--- src/rtl/puzzle_pkg.sv ---
// Shared types and constants for the decimal repeat transmitter.
// Optional feature macro used by the top: REPEAT_NEWLINE_EN (line terminator after each burst).
package puzzle_pkg;

    typedef enum logic [1:0] {
        IDLE = 2'd0,
        EMIT = 2'd1,
        GAP  = 2'd2,
        TERM = 2'd3
    } rep_state_t;

    localparam logic [7:0] ASCII_0  = 8'h30;
    localparam logic [7:0] ASCII_9  = 8'h39;
    localparam logic [7:0] ASCII_LF = 8'h0A;

    // True when the byte is an ASCII decimal digit.
    function automatic logic is_digit(input logic [7:0] b);
        return (b >= ASCII_0) && (b <= ASCII_9);
    endfunction

endpackage

--- src/rtl/dec_accum.sv ---
// Saturating decimal accumulator: acc <= min(acc*10 + digit, 2**COUNT_W-1).
// Clear has priority over a digit in the same cycle. sat_pulse flags the
// cycle in which a digit pushed the value past the maximum.
import puzzle_pkg::*;

module dec_accum #(
    parameter int COUNT_W = 16
) (
    input  logic               clk,
    input  logic               rst_n,
    input  logic               digit_valid,
    input  logic [3:0]         digit,
    input  logic               clear,
    output logic [COUNT_W-1:0] acc,
    output logic               sat_pulse
);

    localparam int EXT_W = COUNT_W + 4;
    localparam logic [EXT_W-1:0] MAX_EXT = {{4{1'b0}}, {COUNT_W{1'b1}}};

    logic [COUNT_W-1:0] acc_r;
    logic [EXT_W-1:0]   acc_ext_s;
    logic [EXT_W-1:0]   sum_s;
    logic               over_s;
    logic [COUNT_W-1:0] acc_nxt_s;

    // Compute acc*10 + digit in the widened domain and clamp to the counter range.
    always_comb begin
        acc_ext_s = {{4{1'b0}}, acc_r};
        sum_s     = (acc_ext_s << 3) + (acc_ext_s << 1) + {{(EXT_W-4){1'b0}}, digit};
        over_s    = (sum_s > MAX_EXT);
        if (over_s) begin
            acc_nxt_s = {COUNT_W{1'b1}};
        end else begin
            acc_nxt_s = sum_s[COUNT_W-1:0];
        end
    end

    // Accumulator register: reset, clear, or take the next saturated value.
    always_ff @(posedge clk) begin
        if (!rst_n) begin
            acc_r <= {COUNT_W{1'b0}};
        end else if (clear) begin
            acc_r <= {COUNT_W{1'b0}};
        end else if (digit_valid) begin
            acc_r <= acc_nxt_s;
        end else begin
            acc_r <= acc_r;
        end
    end

    assign acc       = acc_r;
    assign sat_pulse = digit_valid && !clear && over_s;

endmodule

--- src/rtl/dec_repeat_tx.sv ---
// Decimal repeat transmitter: parses ASCII decimal numbers from the RX byte
// stream and sends FILL_CHAR that many times to the TX wrapper.
// Optional feature macro: REPEAT_NEWLINE_EN -- when defined, every burst
// (including an empty one) is followed by a single 8'h0A byte.
import puzzle_pkg::*;

module dec_repeat_tx #(
    parameter int         COUNT_W   = 16,
    parameter logic [7:0] FILL_CHAR = 8'h41
) (
    input  logic       clk,
    input  logic       rst_n,
    input  logic       input_valid,
    input  logic [7:0] input_data,
    input  logic       output_busy,
    output logic       output_en,
    output logic [7:0] output_data,
    output logic       busy,
    output logic       rx_dropped,
    output logic       sat
);

    rep_state_t         state_r, state_nxt_s;
    logic [COUNT_W-1:0] cnt_r, cnt_nxt_s;
    logic               have_digit_r, have_digit_nxt_s;
    logic               output_en_r, en_nxt_s;
    logic [7:0]         output_data_r, data_nxt_s;
    logic               busy_r;
    logic               rx_dropped_r, drop_s;
    logic               sat_r;

    logic [COUNT_W-1:0] acc_s;
    logic               acc_dv_s, acc_clr_s, sat_pulse_s;
    logic               in_digit_s;

`ifdef REPEAT_NEWLINE_EN
    logic term_sent_r, term_sent_nxt_s;
`endif

    dec_accum #(.COUNT_W(COUNT_W)) u_accum (
        .clk         (clk),
        .rst_n       (rst_n),
        .digit_valid (acc_dv_s),
        .digit       (input_data[3:0]),
        .clear       (acc_clr_s),
        .acc         (acc_s),
        .sat_pulse   (sat_pulse_s)
    );

    // Next-state, strobe and accumulator control for the repeat FSM.
    always_comb begin
        state_nxt_s      = state_r;
        cnt_nxt_s        = cnt_r;
        have_digit_nxt_s = have_digit_r;
        en_nxt_s         = 1'b0;
        data_nxt_s       = output_data_r;
        acc_dv_s         = 1'b0;
        acc_clr_s        = 1'b0;
        drop_s           = 1'b0;
        in_digit_s       = is_digit(input_data);
`ifdef REPEAT_NEWLINE_EN
        term_sent_nxt_s  = term_sent_r;
`endif
        case (state_r)
            IDLE: begin
                if (input_valid) begin
                    if (in_digit_s) begin
                        acc_dv_s         = 1'b1;
                        have_digit_nxt_s = 1'b1;
                    end else if (have_digit_r) begin
                        // Terminator: latch the number and start the burst.
                        cnt_nxt_s        = acc_s;
                        acc_clr_s        = 1'b1;
                        have_digit_nxt_s = 1'b0;
                        state_nxt_s      = EMIT;
                    end else begin
                        // Separator with no pending number is simply skipped.
                        have_digit_nxt_s = have_digit_r;
                    end
                end else begin
                    have_digit_nxt_s = have_digit_r;
                end
            end
            EMIT: begin
                drop_s = input_valid;
                if (cnt_r == {COUNT_W{1'b0}}) begin
                    state_nxt_s = TERM;
                end else if (!output_busy) begin
                    en_nxt_s    = 1'b1;
                    data_nxt_s  = FILL_CHAR;
                    cnt_nxt_s   = cnt_r - {{(COUNT_W-1){1'b0}}, 1'b1};
                    state_nxt_s = GAP;
                end else begin
                    state_nxt_s = EMIT;
                end
            end
            GAP: begin
                drop_s = input_valid;
                // The cycle showing our own strobe never counts as TX idle.
                if (!output_en_r && !output_busy) begin
                    state_nxt_s = EMIT;
                end else begin
                    state_nxt_s = GAP;
                end
            end
            TERM: begin
                drop_s = input_valid;
`ifdef REPEAT_NEWLINE_EN
                if (!term_sent_r) begin
                    if (!output_busy) begin
                        en_nxt_s        = 1'b1;
                        data_nxt_s      = ASCII_LF;
                        term_sent_nxt_s = 1'b1;
                    end else begin
                        term_sent_nxt_s = 1'b0;
                    end
                end else if (!output_en_r && !output_busy) begin
                    term_sent_nxt_s = 1'b0;
                    state_nxt_s     = IDLE;
                end else begin
                    state_nxt_s = TERM;
                end
`else
                state_nxt_s = IDLE;
`endif
            end
            default: begin
                state_nxt_s = IDLE;
            end
        endcase
    end

    // FSM state, counter, registered outputs and sticky flags.
    always_ff @(posedge clk) begin
        if (!rst_n) begin
            state_r       <= IDLE;
            cnt_r         <= {COUNT_W{1'b0}};
            have_digit_r  <= 1'b0;
            output_en_r   <= 1'b0;
            output_data_r <= 8'h00;
            busy_r        <= 1'b0;
            rx_dropped_r  <= 1'b0;
            sat_r         <= 1'b0;
        end else begin
            state_r       <= state_nxt_s;
            cnt_r         <= cnt_nxt_s;
            have_digit_r  <= have_digit_nxt_s;
            output_en_r   <= en_nxt_s;
            output_data_r <= data_nxt_s;
            busy_r        <= (state_nxt_s != IDLE);
            rx_dropped_r  <= rx_dropped_r | drop_s;
            sat_r         <= sat_r | sat_pulse_s;
        end
    end

`ifdef REPEAT_NEWLINE_EN
    // Tracks whether the line terminator of the current burst has been strobed.
    always_ff @(posedge clk) begin
        if (!rst_n) begin
            term_sent_r <= 1'b0;
        end else begin
            term_sent_r <= term_sent_nxt_s;
        end
    end
`endif

    assign output_en   = output_en_r;
    assign output_data = output_data_r;
    assign busy        = busy_r;
    assign rx_dropped  = rx_dropped_r;
    assign sat         = sat_r;

endmodule

--- config.mk ---
export PLATFORM = sky130hd
export DESIGN_NAME = dec_repeat_tx
export DESIGN_NICKNAME = d
export VERILOG_FILES = /design/src/rtl/puzzle_pkg.sv /design/src/rtl/dec_accum.sv /design/src/rtl/dec_repeat_tx.sv
export SDC_FILE = /design/constraint.sdc
export NUM_CORES = 1
export LEC_CHECK = 0
export BUFFER_PORTS_ARGS = -buffer_cell sky130_fd_sc_hd__buf_2
export CAP_MARGIN = 5
export CORE_ASPECT_RATIO = 1.5
export CORE_UTILIZATION = 55
export DETAILED_ROUTE_END_ITERATION = 12
export PLACE_DENSITY = 0.73
export SLEW_MARGIN = 10
export SYNTH_ARGS = -nofsm -noshare
export SYNTH_HDL_FRONTEND = slang
export SYNTH_SLANG_ARGS = --single-unit
--- constraint.sdc ---
create_clock -name clk -period 3.6 [get_ports clk]
set_input_delay 0.36 -clock clk [delete_from_list [all_inputs] [get_ports clk]]
set_output_delay 0.36 -clock clk [all_outputs]
set_load 0.05 [all_outputs]
==> results of run 1 <==
cells in the mapped netlist, types with 3 or more instances:
master    number
ha_1          32
o31ai_1        3
o211ai_1       6
xnor2_1        6
nand3_1        7
o221a_1       16
o21ai_1       11
nand2_1       29
dfxtp_1       40
nor4_1         3
inv_1          8
a21o_1         8
xor2_1         5
a31oi_1        4
nor3_1         9
o32ai_1        4
clkbuf_1      18
buf_4          7
nand4_1        5
a21oi_1       39
o21ai_0       17
a211oi_1       4
nor2_1        28
through the flow:
step                      setup WS (ns)  utilization [%]  total power [mW]  cell area [um^2]
after floorplan                   0.536                -             0.524              2950
after global placement            0.200             58.7             0.537              3010
final                             0.342             61.0             0.895              3120
after global routing              0.158             61.0             0.921              3120
after CTS                         0.226             60.9             0.901              3120
after detailed placement          0.143             58.7             0.539              3010
routing by layer:
metal | part of all wire, % | GRT usage, % | vias up
li1 | - | - | 1320
met1 | 44 | 30.4 | 1222
met2 | 51 | 42.8 | 35
met3 | 2.1 | 3.13 | 13
met4 | 2.9 | 12.4 | 0
met5 | 0 | 0 | -
power groups by stage:
stage / clock network [mW] / logic, mW / registers (mW)
6_report: 0.367 / 0.0779 / 0.450
3_5_place_dp: 0 / 0.0778 / 0.461
4_1_cts: 0.373 / 0.0776 / 0.450
5_1_grt: 0.384 / 0.0864 / 0.451
2_1_floorplan: 0 / 0.0639 / 0.460
3_3_place_gp: 0 / 0.0761 / 0.461
worst max path at each step:
stage                     depth (start not counted)                   startpoint                     endpoint
after floorplan                                  10                input_data[3]  u_accum.acc[1]$_SDFFE_PP0P_
after global placement                           10                input_data[3]  u_accum.acc[0]$_SDFFE_PP0P_
after detailed placement                         10                input_data[3]  u_accum.acc[6]$_SDFFE_PP0P_
after CTS                                         9  u_accum.acc[0]$_SDFFE_PP0P_  u_accum.acc[6]$_SDFFE_PP0P_
after global routing                              9  u_accum.acc[0]$_SDFFE_PP0P_  u_accum.acc[6]$_SDFFE_PP0P_
final                                             9  u_accum.acc[0]$_SDFFE_PP0P_  u_accum.acc[6]$_SDFFE_PP0P_
placed cells by master, fill, tap and decap left out, drive strengths merged, types with 7 or more instances in the layout:
master and n:
o221a 16, inv 8, nand3 7, ha 32, dfxtp 40, nor2 29
buf 21, nand2 29, a21o 8, o21ai 28, nor3 10, a21oi 39
final cells by class:
| class | instances | area (um^2) |
|---|---|---|
| clock buffer | 5 | 68.8 |
| inverter | 8 | 30.0 |
| timing repair buffer | 21 | 115 |
| multi-input combinational | 281 | 1980 |
| fill | 484 | 2000 |
| clock inverter | 3 | 42.5 |
| tap | 68 | 85.1 |
| sequential | 40 | 801 |
kinds of logic after synthesis:
group / count (synthesis) / share of synthesized area [%]
compound gates: 127 / 30.6
simple gates: 102 / 17.4
flops: 40 / 27.3
buf+inv: 35 / 5.89
fa+ha+maj: 34 / 15.0
xor+xnor: 11 / 3.29
other cells: 1 / 0.128
mux: 1 / 0.341
==> metrics.yaml, run 1 <==
rows: 32
cts_buffer_depth: 2
hold_depth: 2
dp_hpwl_um: 4990
layout.nets: 403
ys.flop_type: "dfxtp_1"
crit_path_end_kind: "flop"
period_needed_ns: 3.26
layout.cells.non_filler: 426
reg2reg_depth: 9
finalCritPeriodShare_pct: 90.5
grt_overflow: 0
ys_warn_count: 0
hp-class: "input port to flop"
slew_headroom_pct: 34.2
route.detailed.drc: 0
grtUsageTotal_pct: 25.4
synth_cell_types: 54
avgViaCountPerCell: 6.08
r2r_slack_ns: 0.34
post-synth-top-area-fraction_pct: 27.3
grt_pass1_wl_um: 11000
crit_family: "compound AO/OA/AOI/OAI gates"
die_h_um: 91.4
coreArea_um2: 5120
min_to: "output_en$_SDFF_PP0_"
htree_levels: 2
ctsResizeCount: 0
clk_pin_slew_ns: 0.08
crit_buf_inv: 0
syn2layout_area_growth_pct: 6.57
internal_power_uw: 675
clock_sinks: 40
dp.cells: 418
ys_seq_area_share_pct: 27.3
cts_inserted_buffers: 5
cts_tree: "yes"
critPathMaxFanout: 16
postSynthCellCount: 351
ios: 24
worst_slew_pin_slew_ns: 0.984
r2r-start: "u_accum.acc[0]$_SDFFE_PP0P_"
reg_top3: "cnt_r: 16 flops, u_accum.acc: 16 flops, state_r: 2 flops"
drive_gt1_share_pct: 11.2
syn_area_um2: 2930
yosys.area.top_type: "dfxtp_1"
wl_per_cell_um: 15.5
hold_ws_ns: 0.326
postCtsHoldBufs: 0
drtIter0Drc: 178
grt_pass1_vias: 2515
asyncSetResetFlopFracSynth_pct: 0
worstSetupStartpointType: "flop"
hold_violations: 0
root_buffer: "clkbuf_8"
p_seq_share_pct: 50.3
total_leakage_power_nw: 1.39
fp.dieArea_um2: 5630
cap_violations: 0
critPathSlowestCell: "fa_1"
start_util_pct: 57.2
ant_nets: 0
post-cts-setup-buffer-count: 0
worst_ep_arrival_time_ns: 3.45
skew_ns: 0.00921
path_class: "flop to flop"
synth-seq-cells: 40
hp-start: "output_busy"
p_comb_share_pct: 8.7
grt_antenna_before_repair: 0
regToRegEndpoint: "u_accum.acc[6]$_SDFFE_PP0P_"
num_vias: 2590
place_congestion: 0.783
peakVddDrop_v: 0.000149
max_stage_delay_ns: 0.51
grt_max_degree: 22
wl_um: 6600
switching_share_pct: 24.6
final_max_slew_viol_count: 0
required_ns: 3.79
path_cells: "fa_1, fa_1, a211oi_2, o21ai_1, a22oi_1, mux2i_1, a211oi_2, o2111ai_4, o221a_1"
clkLatencyLatePin_ns: 0.30
synth_edf_count: 0
antenna_cells: 0
p_sw_uw: 220
pwr-share-clk_pct: 41.0
io_buffers: 17
powerDensity_nw_per_um2: 286
die_w_um: 61.6
grt_setup_unrepaired: "no"
status: "complete, no violations"
drt_pass1_iterations: 4
setup_viol: 0
tns_ns: 0
synth_area_leaders: "dfxtp_1 (27%), ha_1 (14%), a21oi_1 (6.7%), o221a_1 (6.1%), nand2_1 (3.7%)"
avgSynthCellArea_um2: 8.35
max_freq_mhz: 307
(Power assumes the default switching activity.)
==> run 2, diff against run 1 <==
--- a/config.mk
+++ b/config.mk
@@ -14,4 +14,5 @@
 export SLEW_MARGIN = 10
 export SYNTH_ARGS = -nofsm -noshare
 export SYNTH_HDL_FRONTEND = slang
+export SYNTH_HIERARCHICAL = 1
 export SYNTH_SLANG_ARGS = --single-unit
==> run 2 against run 1 <==
Clock power shrank 15%. Register-to-register slack better by 0.09 ns. Highest routed layer unchanged. Clock skew shrank 0.0018 ns. Final cell count grew 9.2%. Synthesized area rose by 8.3%. Combinational power grew to 2.6 times the previous value. Largest cell class unchanged. Routed wire length up 7.6%. Setup slack improved by 0.088 ns. Non-clock buffer count shrank 1. Die area grew 8.1%. Global-route usage is 0.46 points lower.
==> metrics.yaml, run 2 <==
synth.most_common_cell: "dfxtp_1"
ys.flop_type: "dfxtp_1"
slew_headroom_pct: 28.8  # -5.4 points
peakVddDrop_v: 0.000176  # +18%
skew_ns: 0.00739  # -0.00182 ns
grt_pass1_wl_um: 12000  # +9.1%
r2r_slack_ns: 0.43  # +0.09 ns
drtIter0Drc: 224  # +26%
avgSynthCellArea_um2: 8.08  # -3.3%
clk_pin_slew_ns: 0.07  # about the same
ys_seq_area_share_pct: 25.2  # -2.1 points
dp_hpwl_um: 5330  # +6.9%
syn_area_um2: 3170  # +8.3%
reg_top3: "cnt_r: 16 flops, u_accum/acc: 16 flops, state_r: 2 flops"
wl_um: 7100  # +7.6%
path_cells: "fa_1, fa_1, a21oi_1, o21ai_0, a21oi_1, o221ai_1, xnor2_1, o211a_1, buf_4, a31oi_1"
layout.nets: 440  # +9.2%
rows: 33  # +3.1%
post-cts-setup-buffer-count: 0  # unchanged
grt_overflow: 0  # unchanged
worst_ep_arrival_time_ns: 3.29  # -0.16 ns
wl_per_cell_um: 15.3  # -1.5%
setup_viol: 0  # unchanged
layout_common_cells: "dfxtp_1 (40), nor2_1 (36), a21oi_1 (33)"
total_leakage_power_nw: 1.37  # -1.6%
ys_warn_count: 6  # +6
drt_pass1_iterations: 5  # +1
worst_slew_pin_slew_ns: 1.07  # +0.0838 ns
r2r-start: "u_accum/acc[0]$_SDFFE_PP0P_"
synth_area_leaders: "dfxtp_1 (25%), ha_1 (13%), a21oi_1 (5.2%), nor2_1 (4.4%), a31oi_1 (3.7%)"
synth_edf_count: 0  # unchanged
grt_antenna_before_repair: 0  # unchanged
fp.dieArea_um2: 6090  # +8.1%
netlist_top_cells_count: "dfxtp_1 (40), nor2_1 (37), a21oi_1 (33), ha_1 (32), nand2_1 (27)"
max_freq_mhz: 315  # +2.8%
cap_violations: 0  # unchanged
drive_gt1_share_pct: 11.1  # -0.034 points
cts_inserted_buffers: 5  # unchanged
asyncSetResetFlopFracSynth_pct: 0  # unchanged
regToRegEndpoint: "u_accum/acc[5]$_SDFFE_PP0P_"
root_buffer: "clkbuf_8"
critPathSlowestCell: "fa_1"
place_congestion: 0.901  # +15%
grt_max_degree: 35  # +59%
postSynthCellCount: 393  # +12%
ctsResizeCount: 0  # unchanged
crit_path_end_kind: "flop"
total_power_uw: 983  # +9.8%
coreArea_um2: 5530  # +8.0%
grt_pass1_vias: 2654  # +5.5%
grt_setup_unrepaired: "no"
period_needed_ns: 3.17  # -0.0884 ns
htree_levels: 2  # unchanged
hold_depth: 3  # +1
die_w_um: 64.0  # +3.9%
clkLatencyLatePin_ns: 0.29  # about the same
ant_nets: 0  # unchanged
final_common_cell: "dfxtp_1"
yosys.area.top_type: "dfxtp_1"
syn2layout_area_growth_pct: 3.43
hp-start: "input_data[0]"
powerDensity_nw_per_um2: 299  # +4.5%
status: "complete, no violations"
max_stage_delay_ns: 0.50  # about the same
worstSetupStartpointType: "flop"
synth-seq-cells: 40  # unchanged
required_ns: 3.72  # -0.07 ns
path_class: "flop to flop"
cts_tree: "yes"
finalCritPeriodShare_pct: 88.1  # -2.5 points
hold_violations: 0  # unchanged
start_util_pct: 57.4  # +0.17 points
ios: 24  # unchanged
avgViaCountPerCell: 6.15  # +1.1%
clock_sinks: 40  # unchanged
grtUsageTotal_pct: 25.0  # -0.46 points
io_buffers: 17  # unchanged
die_h_um: 95.0  # +4.0%
postCtsHoldBufs: 0  # unchanged
cts_buffer_depth: 2  # unchanged
min_to: "u_accum/acc[0]$_SDFFE_PP0P_"
final_max_slew_viol_count: 0  # unchanged
synth_cell_types: 64  # +19%
hp-class: "input port to flop"
critPathMaxFanout: 13  # -3
antenna_cells: 0  # unchanged
num_vias: 2858  # +10%
post-synth-top-area-fraction_pct: 25.2  # -2.1 points
route.detailed.drc: 0  # unchanged
reg2reg_depth: 10  # +1
tns_ns: 0  # unchanged
## run 2: cell types whose count changed in the layout (fill, tap and decap cells not counted), moves of 4 or more
cell | before | now
a31oi_1 | 4 | 19
nor2_1 | 28 | 36
a21oi_2 | 0 | 6
a21o_1 | 8 | 12
o21a_1 | 1 | 5
o221a_1 | 16 | 0
a21oi_1 | 39 | 33
inv_1 | 8 | 15
o21ai_0 | 17 | 22
nand2b_1 | 1 | 5
xnor2_1 | 6 | 11
## run 2: critical path: cells and delay by family, from the launching register on
kind,cells,cell delay (ns)
AOI/OAI and AO/OA,6,1.15
xor gates and xnor gates,1,0.18
adders and majority gates,2,0.99
buffers and inverters,1,0.23
DFF,1,0.44
## run 2: power breakdown
group | internal [mW] | switching [mW]
Combinational | 0.0632 | 0.137
Sequential | 0.455 | 0.0163
Clock | 0.156 | 0.154
Total | 0.675 | 0.308
## run 2: per-stage QoR
stage / setup slack (ns) / area [um^2] / cells / utilization, % / hold WS (ns)
finish: 0.430 / 3280 / 465 / 59.3 / 0.318
global route: 0.182 / 3280 / 465 / 59.3 / 0.341
CTS: 0.480 / 3280 / 465 / 59.3 / 0.323
detailed placement: 0.395 / 3190 / 457 / 57.7 / 0.438
global placement: 0.453 / 3190 / 457 / 57.7 / 0.435
floorplan: 0.624 / 3190 / 398 / - / 0.441
## run 2: per-layer routing
| layer | part of all wire, % | global-route usage, % |
|---|---|---|
| met1 | 44 | 30.0 |
| met2 | 50 | 43.7 |
| met3 | 2.7 | 2.99 |
| met4 | 2.7 | 12.1 |
| met5 | 0 | 0 |
## run 2: kinds of logic after synthesis
logic type	synth area share [%]
adders and majority gates	13.9
other	0.118
and+or+nand+nor	17.5
DFF	25.2
buffers and inverters	8.12
AOI/OAI and AO/OA	31.3
xor gates and xnor gates	3.86
## run 2: cell type report
type / instances / area [um^2]
timing repair buffer: 20 / 108
sequential: 40 / 801
fill: 536 / 2250
inverter: 16 / 60.1
multi-input combinational: 311 / 2140
clock buffer: 8 / 90.1
tap: 70 / 87.6
## run 2: how the worst max path moves through the flow
stage	start	to	slack [ns]
6_report	u_accum/acc[0]$_SDFFE_PP0P_	u_accum/acc[5]$_SDFFE_PP0P_	0.43
5_1_grt	u_accum/acc[0]$_SDFFE_PP0P_	u_accum/acc[3]$_SDFFE_PP0P_	0.18
4_1_cts	u_accum/acc[0]$_SDFFE_PP0P_	u_accum/acc[5]$_SDFFE_PP0P_	0.48
3_5_place_dp	input_data[3]	u_accum/acc[5]$_SDFFE_PP0P_	0.39
3_3_place_gp	input_data[3]	u_accum/acc[0]$_SDFFE_PP0P_	0.45
2_1_floorplan	input_data[3]	sat$_SDFF_PN0_	0.62
